$ cat src/rtl/bsr_ctrl_pkg.sv
// Shared encodings for the bidirectional shift-register controller:
// command opcodes, FSM states and the default register width.
package bsr_ctrl_pkg;

  localparam int BSR_N_DEFAULT = 4;

  typedef enum logic [1:0] {
    OP_SHIFT  = 2'b00,
    OP_LOAD   = 2'b01,
    OP_ROTATE = 2'b10,
    OP_RSV    = 2'b11
  } op_e;

  typedef enum logic [1:0] {
    ST_IDLE = 2'b00,
    ST_RUN  = 2'b01,
    ST_FIN  = 2'b10
  } state_e;

  // Step counter must hold both the 4-bit command count and N for LOAD.
  function automatic int cnt_width(input int n);
    int w;
    w = 4;
    while ((32'sd1 <<< w) <= n) begin
      w = w + 1;
    end
    return w;
  endfunction

endpackage

$ cat src/rtl/bsr_step_cnt.sv
// Step down-counter: parallel load, saturating decrement, zero flag.
module bsr_step_cnt #(
  parameter int CW = 4
) (
  input  logic          i_clk,
  input  logic          i_rst_n,
  input  logic          i_load,
  input  logic [CW-1:0] i_load_val,
  input  logic          i_dec,
  output logic [CW-1:0] o_count,
  output logic          o_zero
);

  logic [CW-1:0] r_cnt;

  // Load has priority; decrement stops at zero so the count never wraps.
  always_ff @(posedge i_clk or negedge i_rst_n) begin
    if (!i_rst_n) begin
      r_cnt <= {CW{1'b0}};
    end else if (i_load) begin
      r_cnt <= i_load_val;
    end else if (i_dec && (r_cnt != {CW{1'b0}})) begin
      r_cnt <= r_cnt - {{(CW-1){1'b0}}, 1'b1};
    end else begin
      r_cnt <= r_cnt;
    end
  end

  assign o_count = r_cnt;
  assign o_zero  = (r_cnt == {CW{1'b0}});

endmodule

$ cat src/rtl/bsr_ctrl.sv
// Command FSM driving serial-in, direction and enable of an external
// N-bit bidirectional shift register (SHIFT / LOAD / ROTATE).
module bsr_ctrl
  import bsr_ctrl_pkg::*;
#(
  parameter int N = BSR_N_DEFAULT
) (
  input  logic         clk,
  input  logic         rst,
  input  logic         start,
  input  logic [1:0]   op,
  input  logic         cmd_dir,
  input  logic [3:0]   cmd_cnt,
  input  logic         cmd_fill,
  input  logic [N-1:0] cmd_data,
  input  logic [N-1:0] sr_q,
  output logic         sr_m,
  output logic         sr_dir,
  output logic         sr_en,
  output logic         busy,
  output logic         done,
  output logic         err
);

  localparam int CW = cnt_width(N);

  state_e        r_state;
  op_e           r_op;
  logic          r_dir;
  logic          r_fill;
  logic [N-1:0]  r_data;
  logic          r_sr_en;
  logic          r_sr_dir;
  logic          r_busy;
  logic          r_done;
  logic          r_err;

  logic          w_start_acc;
  logic [CW-1:0] w_step_cnt;
  logic          w_cnt_dec;
  logic [CW-1:0] w_cnt;
  logic          w_cnt_zero;
  logic          w_last;
  logic [CW-1:0] w_idx;
  logic          w_load_bit;
  logic          w_sr_m;

  assign w_start_acc = (r_state == ST_IDLE) && start;
  assign w_cnt_dec   = (r_state == ST_RUN) && !w_cnt_zero;
  assign w_last      = (w_cnt == {{(CW-1){1'b0}}, 1'b1});

  // Step count for the incoming command; reserved op takes the zero path.
  always_comb begin
    w_step_cnt = {CW{1'b0}};
    case (op_e'(op))
      OP_SHIFT:  w_step_cnt = CW'(cmd_cnt);
      OP_LOAD:   w_step_cnt = CW'(N);
      OP_ROTATE: w_step_cnt = CW'(cmd_cnt);
      default:   w_step_cnt = {CW{1'b0}};
    endcase
  end

  bsr_step_cnt #(
    .CW(CW)
  ) u_step_cnt (
    .i_clk      (clk),
    .i_rst_n    (rst),
    .i_load     (w_start_acc),
    .i_load_val (w_step_cnt),
    .i_dec      (w_cnt_dec),
    .o_count    (w_cnt),
    .o_zero     (w_cnt_zero)
  );

  // Remaining count c maps to step i = N-c: dir=1 feeds data[c-1], dir=0 data[N-c].
  always_comb begin
    w_idx      = r_dir ? (w_cnt - {{(CW-1){1'b0}}, 1'b1}) : (CW'(N) - w_cnt);
    w_load_bit = 1'b0;
    for (int i = 0; i < N; i++) begin
      if (w_idx == CW'(i)) begin
        w_load_bit = r_data[i];
      end else begin
        w_load_bit = w_load_bit;
      end
    end
  end

  // Serial-in bit; ROTATE feeds back the outgoing end of sr_q without delay.
  always_comb begin
    w_sr_m = 1'b0;
    if (r_state == ST_RUN) begin
      case (r_op)
        OP_SHIFT:  w_sr_m = r_fill;
        OP_LOAD:   w_sr_m = w_load_bit;
        OP_ROTATE: w_sr_m = r_dir ? sr_q[N-1] : sr_q[0];
        default:   w_sr_m = 1'b0;
      endcase
    end else begin
      w_sr_m = 1'b0;
    end
  end

  // Command FSM with registered status and shift-register controls.
  always_ff @(posedge clk or negedge rst) begin
    if (!rst) begin
      r_state  <= ST_IDLE;
      r_op     <= OP_SHIFT;
      r_dir    <= 1'b0;
      r_fill   <= 1'b0;
      r_data   <= {N{1'b0}};
      r_sr_en  <= 1'b0;
      r_sr_dir <= 1'b0;
      r_busy   <= 1'b0;
      r_done   <= 1'b0;
      r_err    <= 1'b0;
    end else begin
      case (r_state)
        ST_IDLE: begin
          if (start) begin
            r_op     <= op_e'(op);
            r_dir    <= cmd_dir;
            r_fill   <= cmd_fill;
            r_data   <= cmd_data;
            r_sr_dir <= cmd_dir;
            r_busy   <= 1'b1;
            if (w_step_cnt != {CW{1'b0}}) begin
              r_state <= ST_RUN;
              r_sr_en <= 1'b1;
            end else begin
              r_state <= ST_FIN;
              r_done  <= 1'b1;
              r_err   <= (op_e'(op) == OP_RSV);
            end
          end else begin
            r_state <= ST_IDLE;
          end
        end
        ST_RUN: begin
          if (w_last) begin
            r_state <= ST_FIN;
            r_sr_en <= 1'b0;
            r_done  <= 1'b1;
            r_err   <= 1'b0;
          end else begin
            r_state <= ST_RUN;
          end
        end
        ST_FIN: begin
          r_state  <= ST_IDLE;
          r_sr_dir <= 1'b0;
          r_busy   <= 1'b0;
          r_done   <= 1'b0;
          r_err    <= 1'b0;
        end
        default: begin
          r_state  <= ST_IDLE;
          r_sr_en  <= 1'b0;
          r_sr_dir <= 1'b0;
          r_busy   <= 1'b0;
          r_done   <= 1'b0;
          r_err    <= 1'b0;
        end
      endcase
    end
  end

  assign sr_m   = w_sr_m;
  assign sr_dir = r_sr_dir;
  assign sr_en  = r_sr_en;
  assign busy   = r_busy;
  assign done   = r_done;
  assign err    = r_err;

endmodule

$ cat config.mk
export PLATFORM = sky130hd
export DESIGN_NAME = bsr_ctrl
export DESIGN_NICKNAME = d
export VERILOG_FILES = /design/src/rtl/bsr_ctrl_pkg.sv /design/src/rtl/bsr_step_cnt.sv /design/src/rtl/bsr_ctrl.sv
export SDC_FILE = /design/constraint.sdc
export NUM_CORES = 1
export LEC_CHECK = 0
export CORE_ASPECT_RATIO = 1.1
export CORE_MARGIN = 10
export CORE_UTILIZATION = 60
export DETAILED_ROUTE_END_ITERATION = 6
export DONT_BUFFER_PORTS = 1
export PLACE_DENSITY = 0.76
export SLEW_MARGIN = 30
export SYNTH_ARGS = -nofsm -noshare
export SYNTH_HDL_FRONTEND = slang
export SYNTH_SLANG_ARGS = --single-unit
$ cat constraint.sdc
create_clock -name clk -period 2.3 [get_ports clk]
set_input_delay 0.345 -clock clk [delete_from_list [all_inputs] [get_ports clk]]
set_output_delay 0.345 -clock clk [all_outputs]
set_load 0.005 [all_outputs]
; ---- After elaboration in Yosys (flattened, before gate mapping)
; Cells that the tools add are included.
[word_totals]
reg_bits = 19
latchBits = 0
mem_bits_rw = 0
romBits = 0
out_inout_bits = 6
word_cells = 77
mem_count = 0
[op_classes]
addsub = 2
multipliers = 0
n_div = 0
n_lt_le_gt_ge = 0
eq_ne = 15
n_shift = 0
muxes = 30
bitwise_logic = 2
n_reduce_logical = 17
[op_table]
columns = cell, n
row1 = two-way mux 1 bit, 16
row2 = two-way mux 4 bit, 3
row3 = == test 2 bit (second input constant), 4
row4 = == test 4 x 1 -> 1 bit (second input constant), 2
row5 = == test 4 x 2 -> 1 bit (second input constant), 2
row6 = zero test 4 bit, 2
row7 = one-hot mux 1 bit (2 select lines), 4
row8 = one-hot mux 4 bit (2 select lines), 1
row9 = nonzero test 4 bit, 2
row10 = == test 2 x 1 -> 1 bit (second input constant), 3
row11 = zero test 2 bit, 3
row12 = two-way mux 2 bit, 3
row13 = inequality test 2 bit (second input constant), 3
row14 = one-hot mux 1 bit (3 select lines), 2
row15 = one-hot mux 2 bit (2 select lines), 1
row16 = AND reduction 2 bit, 2
row17 = AND reduction 4 bit, 1
row18 = subtractor 3 x 4 -> 4 bit (first input constant), 1
row19 = subtractor 4 x 1 -> 4 bit (second input constant), 1
row20 = logical AND 1 bit, 3
row21 = AND reduction 3 bit, 1
row22 = inequality test 2 x 1 -> 1 bit (second input constant), 1
row23 = NOT 1 bit, 2
row24 = nonzero test 2 bit, 1
row25 = 2 further kinds, 2

; ---- Logic depth before layout (Yosys ltp)
[depth]
word_depth = 9
ltp_mapped = 8
depth_no_buf = 7

; ---- Modules after synthesis
; From an unflattened synthesis, not the netlist that was laid out.
[hier_totals]
hier_cells = 104
area_unflattened_um2 = 1114.8
[modules_own_cells]
columns = mod, instances, cells_each, area_per_inst_um2
row1 = bsr_ctrl, 1, 77, 844.6
row2 = bsr_step_cnt, 1, 27, 270.3

; ---- Least setup slack after synthesis
; Ideal clock, no wire load.
[synth_path]
kind = register to output
from = register u_step_cnt.r_cnt[0] (netlist: u_step_cnt.o_count[0])
to = output port sr_m
arrival_ns = 1.777
required_ns = 1.955
setup_slack_ns = 0.178
stages_incl_launch_ff = 9
path_buffers = 1
path_cell_list = dfrtp_1 > inv_1 > ha_1 > buf_2 > nand2b_1 > mux4_2 > o21ai_1 > a31oi_1 > nor2_1
[synth_via]
elab_chain_len = 9
elab_cells_between_ends = 13
classes_between = add/sub: 2 / eq/ne: 3 / mux: 7 / reduce/logical: 1
[synth_lines]
columns = item, line
row1 = from (decl), bsr_step_cnt.sv:14  ; logic [CW-1:0] r_cnt;
row2 = from (signal assigned), bsr_step_cnt.sv:19  ; r_cnt <= {CW{1'b0}};
row3 = from (signal assigned), bsr_step_cnt.sv:21  ; r_cnt <= i_load_val;
row4 = from (signal assigned), bsr_step_cnt.sv:23  ; r_cnt <= r_cnt - {{(CW-1){1'b0}}, 1'b1};
row5 = subtractor 3 x 4 -> 4 bit or subtractor 4 x 1 -> 4 bit (tied branches), bsr_ctrl.sv:77  ; w_idx = r_dir ? (w_cnt - {{(CW-1){1'b0}}, 1'b1}) : (CW'(N) - w_cnt);
row6 = two-way mux 4 bit (*), bsr_ctrl.sv:77
row7 = zero test 4 bit, bsr_ctrl.sv:80  ; if (w_idx == CW'(i)) begin
row8 = two-way mux 1 bit (3 in a row), bsr_ctrl.sv:80
row9 = two-way mux 1 bit (*), bsr_ctrl.sv:80
row10 = one-hot mux 1 bit (3 select lines) (*), bsr_ctrl.sv:92  ; case (r_op)
row11 = two-way mux 1 bit (*), bsr_ctrl.sv:91  ; if (r_state == ST_RUN) begin
row12 = to (decl), bsr_ctrl.sv:17  ; output logic sr_m,
; Mark *: on every way between the ends. The rest lies on a longest branch, timed or not.

; ---- Worst setup path in the final report
[layout_path]
from = register u_step_cnt.r_cnt[1] (netlist: u_step_cnt.o_count[1])
to = output port sr_m
; Same word-level chain as after synthesis.

==> results_dict.tcl <==
set metrics [dict create \
    required_ns 1.96 \
    dieHeight_um 64.62 \
    arrival_ns 1.93 \
    first_pass_iters 6 \
    syn_area_um2 1086 \
    syn2layout_area_growth_pct 9.447 \
    crit_chain "inv_2 -> ha_4 -> nand2b_4 -> mux4_2 -> o21ai_2 -> a31oi_1 -> nor2_1" \
    period_share_pct 98.89 \
    layout_common_cells "19 x dfrtp_1, 9 x nor2_1, 8 x nand2_1, 8 x mux2_2, 7 x o21ai_0" \
    synth_ff_type "dfrtp_1" \
    swShare_pct 39.25 \
    grt_pass1_vias 896 \
    tightestPinTransition_ns 0.8240 \
    cts_buffer_depth 2 \
    sequentialPowerShare_pct 38.9 \
    rsz0062_at_grt "true" \
    irDropWorstVdd_v 0.0009600 \
    root_buffer "clkbuf_4" \
    io_pins 25 \
    wl_per_cell_um 18.50 \
    drc 0 \
    status "complete, no violations" \
    fmax_ghz 0.4397 \
    ys_seq_area_share_pct 43.78 \
    clk_pin_slew_ns 0.11 \
    drv_cap 0 \
    r2r_start "r_state[0]$_DFF_PN0_" \
    hold_viol_final 0 \
    final_util_pct 68.25 \
    drtIter0Drc 23 \
    die-area_um2 3914 \
    ys_types 34 \
    place_area_um2 1097 \
    antennaDiodeCount 0 \
    syn_inst 105 \
    fillers 138 \
    setup_viol 0 \
    cp_slowest_cell "mux4_2" \
    path_buf_inv 1 \
    power_density_nw_per_um2 1471 \
    path_class "register to output pin" \
    grt_pass1_wl_um 4071 \
    io_buffer_count 0 \
    crit_family "multiplexers" \
    cts_tree "yes" \
    fin_crit_ns 2.274 \
    grt_max_degree 20 \
    fin_nets 133 \
    cts.sinks 19 \
    critPathLaunchType "register" \
    num_rows 16 \
    p_comb_share_pct 51.3 \
    hp-class "primary input to register" \
    postRouteAntennaNets 0 \
    cts_htree_levels 1 \
    post-place-ws_ns 0.1775 \
    detailed_place_hpwl_um 1681 \
    slowest_delay_ns 0.47 \
    worstPathMaxFanout 5 \
    p_sw_mw 0.6865 \
    cts_made_buffers 3 \
    slew_headroom_pct 44.88 \
    routed_via_density 6.465 \
    ys.warnings.count 0 \
    final_common_cell "dfrtp_1" \
    grtUsageTotal_pct 13.73 \
    avgSynthCellArea_um2 10.34 \
    critPathLaunch "u_step_cnt.o_count[1]$_DFFE_PN0P_" \
    p_int_mw 1.062 \
    power_frac_clock_pct 9.8 \
    grt_antenna_before_repair 0 \
    synth_edf_count 0 \
    routed_wl_um 2387 \
    globalplace.congestion 0.7827 \
    endpoint_kind "output pin" \
    start_util_pct 62.36 \
    via_count 834 \
    ys_ff_latch 19 \
    finalWorstSetupSlack_ns 0.02563 \
    finalMaxSlewViolations 0 \
    fin_skew_ns 0.006976 \
    power_leakage_nw 0.4912 \
    clk_latency_ns 0.31 \
    fin_area_um2 1189 \
    hold_start "cmd_fill" \
    coreArea_um2 1742 \
    grt_overflow 0 \
    synthArstFlopShare_pct 100.0 \
    hold_slack_ns 0.1783 \
    drive_gt1_share_pct 26.13 \
    syn-num-nets 126 \
    die_x_um 60.57 \
]
==> worst register-to-register path: cells and delay by family (launching register included) <==
| kind | cells | cell delay, ns |
|---|---|---|
| AO/OA/AOI/OAI | 3 | 0.44 |
| AND/OR/NAND/NOR | 2 | 0.58 |
| flip-flops | 1 | 0.49 |
==> cell type report <==
type                       count  area, um^2  share of cell area [%]
clock buffer                   3       22.52                   1.895
clock inverter                 1       5.005                  0.4211
inverter                       4       15.01                   1.263
multi-input combinational     78       600.6                   50.53
sequential                    19       475.5                   40.00
tap                           18       22.52                   1.895
timing repair buffer           6       47.55                   4.000
==> path summary, 6_finish.rpt <==
check                                               endpoint  slack (ns)  depth (start not counted)
max                                                     sr_m        0.03                          7
min                                       r_fill$_DFFE_PN0P_        0.18                          1
max reg2reg                u_step_cnt.o_count[0]$_DFFE_PN0P_        0.66                          5
max in group asynchronous                  r_dir$_DFFE_PN0P_        1.22                          1
min reg2reg                               r_fill$_DFFE_PN0P_        0.52                          1
min in group asynchronous               r_state[1]$_DFF_PN0_        0.57                          1
==> power groups by stage <==
| stage | Clock, mW | Sequential, mW | Combinational, mW |
|---|---|---|---|
| 2_1_floorplan | 0 | 0.609 | 0.665 |
| 3_3_place_gp | 0 | 0.668 | 0.721 |
| 3_5_place_dp | 0 | 0.678 | 0.746 |
| 4_1_cts | 0.175 | 0.672 | 0.878 |
| 5_1_grt | 0.197 | 0.704 | 1.01 |
| 6_report | 0.172 | 0.680 | 0.897 |
==> Yosys cell counts, types with 4 or more instances <==
cell | number | area, um^2
inv_1 | 4 | 15.01
o21ai_0 | 7 | 35.03
dfrtp_1 | 19 | 475.5
nor3b_1 | 4 | 30.03
nand2_1 | 8 | 30.03
nor2_1 | 9 | 33.78
mux2_2 | 8 | 90.09
==> sequential cells by signal, indices dropped and copies added, names as in the netlist <==
name / flops
sr_en: 1
r_dir: 1
err: 1
u_step_cnt.o_count: 4
sr_dir: 1
r_fill: 1
r_op: 2
busy: 1
r_data: 4
done: 1
r_state: 2
==> cells by family after synthesis <==
family,count (synthesis),synth area share [%]
multiplexers,12,13.13
buffers and inverters,8,3.801
flip-flops,19,43.78
XOR/XNOR,2,1.613
AO/OA/AOI/OAI,27,16.47
adder cells (fa/ha/maj),2,2.304
AND/OR/NAND/NOR,35,18.89
==> what timing repair did <==
action	4_1_cts	5_1_grt
resized for setup	5	1
endpoints found under the setup margin	1	1
pin swaps	3	2
hold buffers	1	0
setup buffers	3	0
hold endpoints to repair	19	0
==> through the flow <==
step | instances | total power, mW | setup TNS, ns
final | 129 | 1.749 | 0
after global placement | 121 | 1.389 | 0
after global routing | 129 | 1.911 | -0.1222
after floorplan | 105 | 1.274 | 0
after CTS | 129 | 1.725 | 0
after detailed placement | 121 | 1.424 | 0
==> per-layer routing <==
layer	track usage (%)	wire length [um]	vias to the layer above
li1	-	-	392
met1	14.97	875	399
met2	20.92	1227	35
met3	4.873	198	8
met4	10.44	85	0
met5	0	0	-
(Power assumes the default switching activity.)
